<file path="config.mk">
export PLATFORM = sky130hd
export DESIGN_NAME = rat_irq_controller_flat
export DESIGN_NICKNAME = d
export VERILOG_FILES = /design/src/rtl/rat_irq_pkg.sv /design/src/rtl/rat_irq_controller_if.sv /design/src/rtl/rat_irq_edge.sv /design/src/rtl/rat_irq_controller.sv /design/src/flat_wrapper.sv
export SDC_FILE = /design/constraint.sdc
export NUM_CORES = 1
export LEC_CHECK = 0
export BUFFER_PORTS_ARGS = -buffer_cell sky130_fd_sc_hd__buf_2
export CELL_PAD_IN_SITES_DETAIL_PLACEMENT = 1
export CELL_PAD_IN_SITES_GLOBAL_PLACEMENT = 1
export CORE_MARGIN = 1
export CORE_UTILIZATION = 30
export CTS_CLUSTER_SIZE = 20
export DETAILED_ROUTE_END_ITERATION = 10
export PLACE_DENSITY = 0.71
export SYNTH_ARGS = -nofsm -noshare
export SYNTH_HDL_FRONTEND = slang
export SYNTH_SLANG_ARGS = --single-unit
export TNS_END_PERCENT = 100
</file>
<file path="constraint.sdc">
create_clock -name CLK -period 1.45 [get_ports CLK]
set_input_delay 0.29 -clock CLK [delete_from_list [all_inputs] [get_ports CLK]]
set_output_delay 0.29 -clock CLK [all_outputs]
set_load 0.02 [all_outputs]
</file>
<file path="src/rtl/rat_irq_pkg.sv">
// Shared constants and types for the RAT interrupt front-end.
package rat_irq_pkg;
    localparam int          N_SRC_DEFAULT = 4;
    localparam logic [7:0]  MASK_PORT_ID  = 8'h20;
    localparam logic [7:0]  CLR_PORT_ID   = 8'h21;

    typedef logic [7:0] irq_id_t;

    localparam irq_id_t     SPURIOUS_ID   = 8'hFF;
endpackage

</file>
<file path="src/rtl/rat_irq_controller_if.sv">
// CPU OUT-port bus seen by the interrupt controller (strobe, address, data).
interface rat_irq_controller_if;
    logic       IO_STRB;
    logic [7:0] PORT_ID;
    logic [7:0] OUT_PORT;

    modport master (output IO_STRB, output PORT_ID, output OUT_PORT);
    modport slave  (input  IO_STRB, input  PORT_ID, input  OUT_PORT);
endinterface

</file>
<file path="src/rtl/rat_irq_edge.sv">
// Per-source synchroniser, optional debounce filter (RAT_IRQ_DEBOUNCE_EN) and rising-edge detect.
module rat_irq_edge
    import rat_irq_pkg::*;
#(
    parameter int DEBOUNCE_CYCLES = 16
) (
    input  logic CLK,
    input  logic RESET,
    input  logic i_irq,
    output logic o_edge,
    output logic o_level
);
    logic r_sync1;
    logic r_sync2;
    logic r_prev;
    logic w_level;

    always_ff @(posedge CLK) begin
        if (RESET) begin
            r_sync1 <= 1'b0;
            r_sync2 <= 1'b0;
            r_prev  <= 1'b0;
        end else begin
            r_sync1 <= i_irq;
            r_sync2 <= r_sync1;
            r_prev  <= w_level;
        end
    end

`ifdef RAT_IRQ_DEBOUNCE_EN
    localparam int CNT_W = $clog2(DEBOUNCE_CYCLES + 1);
    logic [CNT_W-1:0] r_cnt;
    logic             r_filt;

    // Filtered level flips only after DEBOUNCE_CYCLES consecutive differing samples.
    always_ff @(posedge CLK) begin
        if (RESET) begin
            r_cnt  <= '0;
            r_filt <= 1'b0;
        end else if (r_sync2 == r_filt) begin
            r_cnt  <= '0;
        end else if (r_cnt == CNT_W'(DEBOUNCE_CYCLES - 1)) begin
            r_cnt  <= '0;
            r_filt <= r_sync2;
        end else begin
            r_cnt  <= r_cnt + 1'b1;
        end
    end

    assign w_level = r_filt;
`else
    assign w_level = r_sync2;
`endif

    assign o_level = w_level;
    assign o_edge  = w_level & ~r_prev;
endmodule

</file>
<file path="src/rtl/rat_irq_controller.sv">
// RAT interrupt front-end: pending/mask registers, I flag, priority encode and ack capture.
// Optional input debounce is enabled with the RAT_IRQ_DEBOUNCE_EN macro.
module rat_irq_controller
    import rat_irq_pkg::*;
#(
    parameter int         N_SRC           = N_SRC_DEFAULT,
    parameter logic [7:0] MASK_PORT_ID    = rat_irq_pkg::MASK_PORT_ID,
    parameter logic [7:0] CLR_PORT_ID     = rat_irq_pkg::CLR_PORT_ID,
    parameter int         DEBOUNCE_CYCLES = 16
) (
    input  logic                  CLK,
    input  logic                  RESET,
    input  logic [N_SRC-1:0]      IRQ_IN,
    input  logic                  I_SET,
    input  logic                  I_CLR,
    input  logic                  INT_ACK,
    rat_irq_controller_if.slave   io_bus,
    output logic                  INTERRUPT,
    output logic                  I_FLAG,
    output logic [N_SRC-1:0]      PENDING,
    output irq_id_t               IRQ_LAST
);
    logic [N_SRC-1:0] r_pending;
    logic [N_SRC-1:0] r_mask;
    logic             r_iflag;
    irq_id_t          r_irq_last;

    logic [N_SRC-1:0] w_edge;
    logic [N_SRC-1:0] w_level;
    logic [N_SRC-1:0] w_active;
    logic [N_SRC-1:0] w_ack_oh;
    logic [N_SRC-1:0] w_pend_nxt;
    irq_id_t          w_active_id;
    logic             w_any;
    logic             w_wr_mask;
    logic             w_wr_clr;

    for (genvar g = 0; g < N_SRC; g++) begin : g_src
        rat_irq_edge #(.DEBOUNCE_CYCLES(DEBOUNCE_CYCLES)) u_edge (
            .CLK     (CLK),
            .RESET   (RESET),
            .i_irq   (IRQ_IN[g]),
            .o_edge  (w_edge[g]),
            .o_level (w_level[g])
        );
    end

    assign w_wr_mask = io_bus.IO_STRB && (io_bus.PORT_ID == MASK_PORT_ID);
    assign w_wr_clr  = io_bus.IO_STRB && (io_bus.PORT_ID == CLR_PORT_ID);
    assign w_active  = r_pending & r_mask;
    assign w_any     = |w_active;

    // Scan high to low so the lowest active index is the one left standing.
    always_comb begin
        w_active_id = '0;
        w_ack_oh    = '0;
        for (int i = N_SRC - 1; i >= 0; i--) begin
            if (w_active[i]) begin
                w_active_id = irq_id_t'(i);
                w_ack_oh    = '0;
                w_ack_oh[i] = 1'b1;
            end
        end
    end

    always_comb begin
        w_pend_nxt = r_pending;
        if (w_wr_clr)
            w_pend_nxt = w_pend_nxt & ~io_bus.OUT_PORT[N_SRC-1:0];
        if (INT_ACK)
            w_pend_nxt = w_pend_nxt & ~w_ack_oh;
        w_pend_nxt = w_pend_nxt | w_edge;
    end

    always_ff @(posedge CLK) begin
        if (RESET) begin
            r_pending  <= '0;
            r_mask     <= '1;
            r_iflag    <= 1'b0;
            r_irq_last <= '0;
        end else begin
            r_pending <= w_pend_nxt;
            if (w_wr_mask)
                r_mask <= io_bus.OUT_PORT[N_SRC-1:0];
            if (I_CLR)
                r_iflag <= 1'b0;
            else if (I_SET)
                r_iflag <= 1'b1;
            if (INT_ACK)
                r_irq_last <= w_any ? w_active_id : SPURIOUS_ID;
        end
    end

    assign INTERRUPT = r_iflag & w_any;
    assign I_FLAG    = r_iflag;
    assign PENDING   = r_pending;
    assign IRQ_LAST  = r_irq_last;
endmodule

</file>
<file path="src/flat_wrapper.sv">
// flat-port wrapper written by rule: the top's interface ports become plain ports
module rat_irq_controller_flat import rat_irq_pkg::*;
#(
    parameter int         N_SRC           = N_SRC_DEFAULT,
    parameter logic [7:0] MASK_PORT_ID    = rat_irq_pkg::MASK_PORT_ID,
    parameter logic [7:0] CLR_PORT_ID     = rat_irq_pkg::CLR_PORT_ID,
    parameter int         DEBOUNCE_CYCLES = 16
)
  (CLK, RESET, IRQ_IN, I_SET, I_CLR, INT_ACK, INTERRUPT, I_FLAG, PENDING, IRQ_LAST, io_bus_IO_STRB, io_bus_PORT_ID, io_bus_OUT_PORT);
  rat_irq_controller_if io_bus_i ();
  input  logic CLK;
  input  logic RESET;
  input  logic [N_SRC-1:0] IRQ_IN;
  input  logic I_SET;
  input  logic I_CLR;
  input  logic INT_ACK;
  output logic INTERRUPT;
  output logic I_FLAG;
  output logic [N_SRC-1:0] PENDING;
  output irq_id_t IRQ_LAST;
  input wire logic [$bits(io_bus_i.IO_STRB)-1:0] io_bus_IO_STRB;
  input wire logic [$bits(io_bus_i.PORT_ID)-1:0] io_bus_PORT_ID;
  input wire logic [$bits(io_bus_i.OUT_PORT)-1:0] io_bus_OUT_PORT;
  assign io_bus_i.IO_STRB = io_bus_IO_STRB;
  assign io_bus_i.PORT_ID = io_bus_PORT_ID;
  assign io_bus_i.OUT_PORT = io_bus_OUT_PORT;
  rat_irq_controller #(.N_SRC(N_SRC), .MASK_PORT_ID(MASK_PORT_ID), .CLR_PORT_ID(CLR_PORT_ID), .DEBOUNCE_CYCLES(DEBOUNCE_CYCLES)) u_core (.CLK(CLK), .RESET(RESET), .IRQ_IN(IRQ_IN), .I_SET(I_SET), .I_CLR(I_CLR), .INT_ACK(INT_ACK), .io_bus(io_bus_i), .INTERRUPT(INTERRUPT), .I_FLAG(I_FLAG), .PENDING(PENDING), .IRQ_LAST(IRQ_LAST));
endmodule
</file>
==> flow_summary_export.csv, run 1 <==
group,metric,value,unit
critical_path,cp_data_arrival_time,1.37,ns
floorplan,initial_core_util,0.316,
layout,antenna_cells,0,
grt,grt_pass1_wl,3610,um
place,dpl_cell_area,1190,sq um
pwr,power_frac_comb,0.130,
routing,via_per_inst,4.50,
grt,overflow,0,
routing,wirelength,2220,um
clock_network,max-clock-path-buffers,2,
sta,slew_viol_final,0,
sta,tightest_slew,0.497,ns
synthesis,synth_top_area_frac,0.502,
synthesis,synth-seq-cells,24,
floorplan,die_area,3420,sq um
clock_network,clk_pin_slew,0.14,ns
sta,slew_headroom,0.669,
layout,finalNonFillerCells,182,
pwr,vdd_drop_max,0.385,mV
run_status,violations,"negative setup slack",
run_status,status,"finished with violations",
layout,nets,165,
clock_network,clock-sinks,24,
layout,fin_util,0.416,
grt,grt_usage,0.145,
clock_network,tritoncts,"done",
grt,antenna_found_initial,0,
place,gp_congestion,0.720,
routing,wl_per_cell,12.2,um
sta,fin_skew,0.00727,ns
synthesis,synth_fp_nets,126,
synthesis,synthDistinctLibCells,24,
layout,drive_gt1_frac,0.377,
floorplan,io_pins,40,
clock_network,ctsRootBufferMaster,"clkbuf_4",
grt,grt_pass1_vias,814,
pwr,pwr-share-clk,0.364,
sta,fin_crit,1.66,ns
routing,drt_iter0_drc,15,
critical_path,crit_path_max_fanout,2,
sta,setup_viol,1,
critical_path,worstReg2RegStart,"u_core.PENDING[2]",
synthesis,synthTopCellsByArea,"dfxtp_1 (50%), nor2b_1 (7.8%), mux2i_1 (5.2%)",
pwr,finalPower,1.38,mW
sta,timing.final.crit_share,1.14,
clock_network,h-tree-depth,1,
layout,layout.cells.most_common,"buf_2",
floorplan,coreArea,3030,sq um
routing,drcViolationCount,0,
pwr,power_density,1100,nW/um^2
sta,timing.final.hold_violations,0,
critical_path,cp-end-kind,"primary output",
critical_path,cp-startpoint,"u_core.PENDING[2]",
job,drv_cap,0,
layout,final_cell_area,1260,sq um
layout,syn_to_final_growth,31.5,%
floorplan,dieWidth,58.5,um
synthesis,syn-cell-area,957,sq um
hold_path,hold_path.class,"in2reg",
synthesis,ys_seq_area_frac,0.502,
critical_path,cp.required,1.16,ns
clock_network,cts_buffers,3,
sta,max_freq,602,MHz
sta,timing.final.ws_setup,-0.210,ns
pwr,switching_share,0.240,
pwr,power_leakage,0.544,nW
pwr,p_switching,0.331,mW
place,io_buffers,35,
synthesis,synth_top_area_cell,"dfxtp_1",
critical_path,worstSetupPathType,"reg2out",
routing,dr_total_vias,819,
synthesis,avgSynthCellArea,9.57,sq um
grt,grt_max_degree,29,
clock_network,clk_latency,0.33,ns
critical_path,cp-start-kind,"flip-flop",
pwr,cellInternalPower,1.05,mW
floorplan,rows,20,
hold_path,min_from,"I_CLR",
place,place_inst,177,
place,hpwl,1730,um
floorplan,fp.dieH,58.5,um
layout,mostFrequentLayoutCells,"buf_2 (34), dfxtp_1 (23), nor2b_1 (12), nor2_1 (10)",
pwr,seqPwrFrac,0.507,
synthesis,yosysWarnings,0,
routing,dr.pass1.iters,4,
synthesis,netlist_instances,100,
layout,fillers,371,
routing,postRouteAntennaNets,0,
sta,rsz0062_at_grt,"yes",
[flip-flops by register name, indices dropped and copies added, names as in the netlist]
name / count
u_core.g_src.u_edge.r_prev: 4
u_core.g_src.u_edge.o_level: 4
u_core.PENDING: 4
u_core.IRQ_LAST: 3
u_core.r_mask: 4
u_core.I_FLAG: 1
u_core.g_src.u_edge.r_sync1: 4
[layer usage]
layer	GRT usage	routed length (um)	vias up
met1	0.163	929	378
met4	0.0612	42	0
met5	0	0	-
met2	0.258	1130	25
met3	0.0374	113	5
li1	-	-	411
[synthesized netlist by cell type]
cell type and n:
dfxtp_1 24, o2bb2ai_1 3, or4b_4 2, a21oi_1 3
and2_1 1, mux2i_1 5, nor3_1 4, nor2b_1 12
a21boi_0 1, a311o_1 2, o211ai_1 1, nor2_1 10
inv_1 5, nand3b_1 1, a22oi_1 1, nand2_1 8
clkbuf_1 4, a222oi_1 1, nand2b_1 3, nand3_1 1
buf_4 5, a41o_1 1, nor3_4 1, o31ai_1 1
[power by group through the flow]
stage | clock, mW | combinational (mW) | sequential, mW
global route | 0.538 | 0.197 | 0.702
floorplan | 0 | 0.0952 | 0.729
detailed placement | 0 | 0.174 | 0.713
CTS | 0.516 | 0.181 | 0.699
global placement | 0 | 0.169 | 0.711
finish | 0.501 | 0.179 | 0.698
[critical path: stages (launching register included)]
cell and delay, ns:
dfxtp_2 0.35, a222oi_1 0.32, buf_4 0.18, a21boi_2 0.05, buf_6 0.13
[kinds of logic (layout without fill, tap and decap cells)]
kind of cell / after synthesis / count (layout) / synth area share
and+or+nand+nor: 43 / 43 / 0.255
muxes: 5 / 5 / 0.0523
AOI/OAI and AO/OA: 14 / 14 / 0.116
DFF: 24 / 24 / 0.502
buffers and inverters: 14 / 52 / 0.0745
[path summary, 6_finish.rpt]
| path | endpoint | slack [ns] | cells after the start |
|---|---|---|---|
| worst min register to register | u_core.g_src[3].u_edge.o_level | 0.45 | 1 |
| worst max-delay path | INTERRUPT | -0.21 | 4 |
| worst min-delay path | u_core.I_FLAG | 0.10 | 2 |
| worst max register to register | u_core.PENDING[3] | 0.19 | 5 |
[per-stage QoR]
stage	hold WS [ns]	setup TNS (ns)	setup slack, ns
2_1_floorplan	0.369	0	0.00520
3_3_place_gp	0.417	-0.649	-0.104
3_5_place_dp	0.430	-0.838	-0.164
4_1_cts	0.0930	-0.190	-0.190
5_1_grt	0.104	-0.293	-0.293
6_report	0.103	-0.210	-0.210
[final cells by class]
type / count / area, sq um / area share
clock buffers: 3 / 22.5 / 0.0179
clock inverters: 1 / 30.0 / 0.0239
inverters: 5 / 18.8 / 0.0149
multi-input cells: 62 / 409 / 0.325
flip-flops and latches: 24 / 482 / 0.383
well taps: 44 / 55.1 / 0.0437
repair buffers: 43 / 241 / 0.192
[what timing repair did]
action | CTS | global route
endpoints found under the setup margin | 1 | 1
resized for setup | 5 | 0
hold buffers | 0 | 0
pin swaps | 1 | 0
buffers inserted | 1 | 0
(Power assumes the default switching activity.)
==> run 2: changes to the inputs <==
- PLACE_DENSITY: 0.71 -> 0.79
==> run 2 against run 1 <==
  * Global-route usage shrank 0.31 points
  * Largest power group unchanged
  * Setup slack lost 0.0051 ns
  * Routed wire length grew 0.27%
  * Largest cell class unchanged
  * First-iteration DRC count is the same
  * The flow still finishes with violations (negative setup slack)
==> flow_summary_export.csv, run 2 (synthesis gave the netlist of run 1 again) <==
group,metric,value,unit
grt,grt_pass1_wl,3620,um
layout,drive_gt1_frac,0.378,
critical_path,cp-startpoint,"u_core.r_mask[2]",
layout,layout.cells.most_common,"buf_2",
sta,slew_viol_final,0,
sta,timing.final.hold_violations,0,
critical_path,cp.required,1.16,ns
place,place_ws,-0.176,ns
grt,grt_pass1_vias,852,
sta,max_freq,601,MHz
critical_path,cp-end-kind,"primary output",
grt,antenna_found_initial,0,
sta,timing.final.crit_share,1.15,
critical_path,critPathTopFamily,"compound AO/OA/AOI/OAI gates",
critical_path,r2r_end,"u_core.PENDING[3]",
routing,dr_total_vias,802,
sta,rsz0062_at_grt,"yes",
run_status,status,"finished with violations",
hold_path,worstHoldEndpoint,"u_core.I_FLAG",
layout,multiInputGateArea,409,sq um
grt,grt_usage,0.142,
grt,grt.met1_usage,0.139,
layout,mostFrequentLayoutCells,"buf_2 (34), dfxtp_1 (21), nor2b_1 (12), nor2_1 (10), nand2_1 (8)",
critical_path,cp_slowest_cell,"dfxtp_2",
clock_network,ctsRootBufferMaster,"clkbuf_4",
clock_network,hold_buffers,0,
layout,antenna_cells,0,
routing,postRouteAntennaNets,0,
layout,fin_util,0.408,
critical_path,worstReg2RegStart,"u_core.r_mask[2]",
run_status,violations,"negative setup slack",
job,drv_cap,0,
floorplan,rows,20,
floorplan,initial_core_util,0.316,
layout,final_cell_area,1230,sq um
routing,dr.pass1.iters,4,
routing,via_per_inst,4.48,
critical_path,crit_buf_inv,2,
hold_path,hold_path.class,"in2reg",
place,place_inst,174,
floorplan,fp.dieH,58.5,um
clock_network,cts_buffers,3,
clock_network,max-clock-path-buffers,2,
floorplan,coreArea,3030,sq um
pwr,power_density,1100,nW/um^2
critical_path,reg2reg_depth,5,
clock_network,tritoncts,"done",
pwr,power_leakage,0.527,nW
grt,grt_max_degree,29,
place,dpl_cell_area,1160,sq um
layout,syn_to_final_growth,29.0,%
floorplan,dieWidth,58.5,um
floorplan,die_area,3420,sq um
grt,overflow,0,
layout,finalNonFillerCells,179,
pwr,vdd_drop_max,0.685,mV
clock_network,clk_latency,0.32,ns
sta,slew_headroom,0.687,
place,io_buffers,35,
sta,tightest_slew,0.469,ns
critical_path,crit_path_max_fanout,2,
sta,fin_skew,0.00156,ns
place,hpwl,1730,um
hold_path,min_from,"I_CLR",
clock_network,h-tree-depth,1,
grt,grtUsageMet2,0.276,
routing,drt_iter0_drc,15,
place,gp_congestion,0.753,
layout,regArea,484,sq um
clock_network,clock-sinks,24,
grt,grt.met3_usage,0.0593,
critical_path,slowest_delay,0.35,ns
layout,fillers,376,
routing,drcViolationCount,0,
critical_path,worstSetupPathType,"reg2out",
critical_path,cp_cell_sequence,"a222oi_1, buf_4, a21boi_2, buf_4",
sta,fin_crit,1.67,ns
routing,wirelength,2220,um
floorplan,io_pins,40,
layout,nets,162,
sta,timing.final.ws_setup,-0.215,ns
critical_path,cp_data_arrival_time,1.38,ns
critical_path,reg2reg_slack,0.19,ns
grt,busiest_layer,"met2",
hold_path,min_path_cells,2,
critical_path,critPathMostFrequentCell,"buf_4",
sta,setup_viol,1,
routing,wl_per_cell,12.4,um
clock_network,clk_pin_slew,0.13,ns
critical_path,cp-start-kind,"flip-flop",
run 2: cell types whose count changed in the layout (fill, tap and decap cells not counted):
cell | previous run | this run
dfxtp_1 | 23 | 21
buf_6 | 1 | 0
dfxtp_2 | 1 | 3
buf_4 | 8 | 6
run 2: how the worst max path moves through the flow:
stage	slack [ns]	end	cells after the start
after floorplan	0.005	INTERRUPT	2
after global placement	-0.1	u_core.r_mask[1]	4
after detailed placement	-0.18	u_core.PENDING[2]	5
after CTS	-0.21	INTERRUPT	4
after global routing	-0.29	INTERRUPT	4
final	-0.22	INTERRUPT	4
run 2: layer usage:
| metal | up-vias | routed length [um] |
|---|---|---|
| met1 | 371 | 835 |
| met5 | - | 0 |
| met2 | 27 | 1220 |
| met4 | 0 | 26 |
| met3 | 2 | 141 |
| li1 | 402 | - |
run 2: layout make-up:
cell class                 instances  area share
sequential                        24       0.392
inverter                           5      0.0152
timing repair buffer              40       0.174
clock buffer                       3      0.0182
tap                               44      0.0446
multi-input combinational         62       0.331
clock inverter                     1      0.0243
run 2: metrics by stage:
stage | hold slack (ns) | total power, mW | setup TNS [ns]
6_report | 0.130 | 1.35 | -0.215
4_1_cts | 0.123 | 1.37 | -0.210
5_1_grt | 0.110 | 1.42 | -0.295
2_1_floorplan | 0.369 | 0.824 | 0
3_5_place_dp | 0.437 | 0.884 | -0.821
3_3_place_gp | 0.417 | 0.874 | -0.608
run 2: timing repair:
action | 4_1_cts | 5_1_grt
setup endpoints to repair | 1 | 1
pin swaps | 1 | 0
setup buffers | 1 | 0
gates resized for setup | 6 | 0
run 2: report_power, final:
group | switching [mW] | internal [mW] | total [mW] | leakage [nW]
combinational | 0.0958 | 0.0764 | 0.172 | 0.302
clock | 0.202 | 0.280 | 0.481 | 0.0279
sequential | 0.0144 | 0.686 | 0.701 | 0.197
total | 0.312 | 1.04 | 1.35 | 0.527
==> run 3: changes to the inputs <==
- MAX_ROUTING_LAYER: not set -> met4
==> run 3 against run 2 <==
  * The run still ends with negative setup slack left
  * Die area stayed put
  * First-iteration DRC count stayed put
  * Setup slack worse by 0.0012 ns
  * Flip-flop and latch count stayed put
  * Register-to-register slack hardly changed
  * Global-route usage is 0.43 points higher
  * Clock skew is 0.00093 ns higher
  * Clock power hardly changed
  * Maximum frequency hardly changed
  * Non-clock buffer count stayed put
  * Total power hardly changed
  * Highest routed layer unchanged
==> flow_summary_export.csv, run 3 (synthesis gave the netlist of run 1 again) <==
group,metric,value,unit
floorplan,rows,20,
layout,mostFrequentLayoutCells,"buf_2 (34), dfxtp_1 (21), nor2b_1 (12), nor2_1 (10), nand2_1 (8)",
place,gp_congestion,0.763,
grt,overflow,0,
layout,multiInputGateArea,409,sq um
clock_network,clock-sinks,24,
sta,rsz0062_at_grt,"yes",
grt,grt.met1_usage,0.140,
grt,grt_usage,0.146,
sta,timing.final.crit_share,1.15,
grt,grt.met3_usage,0.0571,
clock_network,clk_pin_slew,0.13,ns
sta,slew_viol_final,0,
grt,grtUsageMet2,0.276,
clock_network,cts_buffers,3,
floorplan,io_pins,40,
sta,fin_crit,1.67,ns
pwr,finalPower,1.36,mW
place,hpwl,1730,um
floorplan,initial_core_util,0.316,
hold_path,hold_path.class,"in2reg",
critical_path,cp-end-kind,"primary output",
sta,tightest_slew,0.470,ns
place,io_buffers,35,
pwr,power_frac_comb,0.127,
routing,wirelength,2230,um
clock_network,h-tree-depth,1,
run_status,status,"finished with violations",
routing,via_per_inst,4.50,
critical_path,reg2reg_depth,5,
floorplan,coreArea,3030,sq um
pwr,p_switching,0.313,mW
pwr,power_density,1100,nW/um^2
sta,fin_skew,0.00249,ns
clock_network,hold_buffers,0,
clock_network,max-clock-path-buffers,2,
layout,nets,162,
routing,postRouteAntennaNets,0,
critical_path,worstSetupPathType,"reg2out",
grt,grt_max_degree,29,
critical_path,cp_data_arrival_time,1.38,ns
hold_path,min_path_cells,2,
pwr,pwr-share-clk,0.356,
layout,drive_gt1_frac,0.378,
floorplan,dieWidth,58.5,um
sta,timing.final.hold_violations,0,
grt,grt_pass1_wl,3630,um
pwr,power_leakage,0.527,nW
layout,syn_to_final_growth,29.0,%
routing,wl_per_cell,12.4,um
place,place_inst,174,
routing,drcViolationCount,0,
layout,finalNonFillerCells,179,
layout,regArea,484,sq um
layout,antenna_cells,0,
sta,max_freq,600,MHz
sta,slew_headroom,0.687,
hold_path,min_from,"I_CLR",
grt,antenna_found_initial,0,
clock_network,ctsRootBufferMaster,"clkbuf_4",
layout,fillers,376,
pwr,seqPwrFrac,0.517,
grt,grt_pass1_vias,852,
critical_path,cp.required,1.16,ns
routing,dr_total_vias,805,
job,drv_cap,0,
pwr,switching_share,0.231,
critical_path,cp-start-kind,"flip-flop",
clock_network,tritoncts,"done",
routing,drt_iter0_drc,15,
place,place_ws,-0.176,ns
critical_path,worstReg2RegStart,"u_core.r_mask[2]",
sta,timing.final.ws_setup,-0.216,ns
critical_path,cp-startpoint,"u_core.r_mask[2]",
pwr,cellInternalPower,1.04,mW
floorplan,die_area,3420,sq um
routing,dr.pass1.iters,4,
clock_network,clk_latency,0.32,ns
critical_path,crit_path_max_fanout,2,
grt,busiest_layer,"met2",
sta,setup_viol,1,
layout,layout.cells.most_common,"buf_2",
run_status,violations,"negative setup slack",
pwr,vdd_drop_max,0.688,mV
floorplan,fp.dieH,58.5,um
## run 3: cell counts in the layout (fill, tap and decap cells not counted)
Identical to the previous run, type by type.
## run 3: per-layer routing
layer | part of all wire | vias to the layer above
li1 | - | 401
met3 | 0.060 | 2
met5 | 0 | -
met1 | 0.38 | 375
met2 | 0.55 | 27
met4 | 0.012 | 0
## run 3: timing repair
action                     4_1_cts  5_1_grt
buffers inserted                 1        0
pin swaps                        1        0
gates resized for setup          6        0
setup endpoints to repair        1        1
## run 3: layout make-up
cell class / count / share of cell area
well taps: 44 / 0.0446
multi-input cells: 62 / 0.331
clock buffers: 3 / 0.0182
inverters: 5 / 0.0152
flip-flops and latches: 24 / 0.392
repair buffers: 40 / 0.174
clock inverters: 1 / 0.0243
## run 3: final timing paths
| path | slack, ns | end |
|---|---|---|
| worst max register to register | 0.19 | u_core.PENDING[3] |
| worst min register to register | 0.46 | u_core.g_src[2].u_edge.o_level |
| worst min-delay path | 0.13 | u_core.I_FLAG |
| worst max-delay path | -0.22 | INTERRUPT |
## run 3: power by group through the flow
stage,clock [mW],sequential [mW],combinational (mW)
floorplan,0,0.729,0.0952
global placement,0,0.713,0.161
detailed placement,0,0.716,0.168
CTS,0.496,0.702,0.174
global route,0.532,0.704,0.189
finish,0.482,0.701,0.172
## run 3: metrics by stage
| stage | hold WS [ns] | utilization | TNS (ns) | instance area (sq um) |
|---|---|---|---|---|
| finish | 0.130 | 0.408 | -0.216 | 1230 |
| detailed placement | 0.437 | 0.385 | -0.821 | 1160 |
| global placement | 0.417 | 0.385 | -0.608 | 1160 |
| global route | 0.110 | 0.408 | -0.295 | 1230 |
| CTS | 0.123 | 0.408 | -0.210 | 1230 |
| floorplan | 0.369 | - | 0 | 957 |
## run 3: critical path, cell delays in order (launching register included)
cell and delay (ns):
dfxtp_2 0.35, a222oi_1 0.32, buf_4 0.18, a21boi_2 0.05, buf_4 0.15
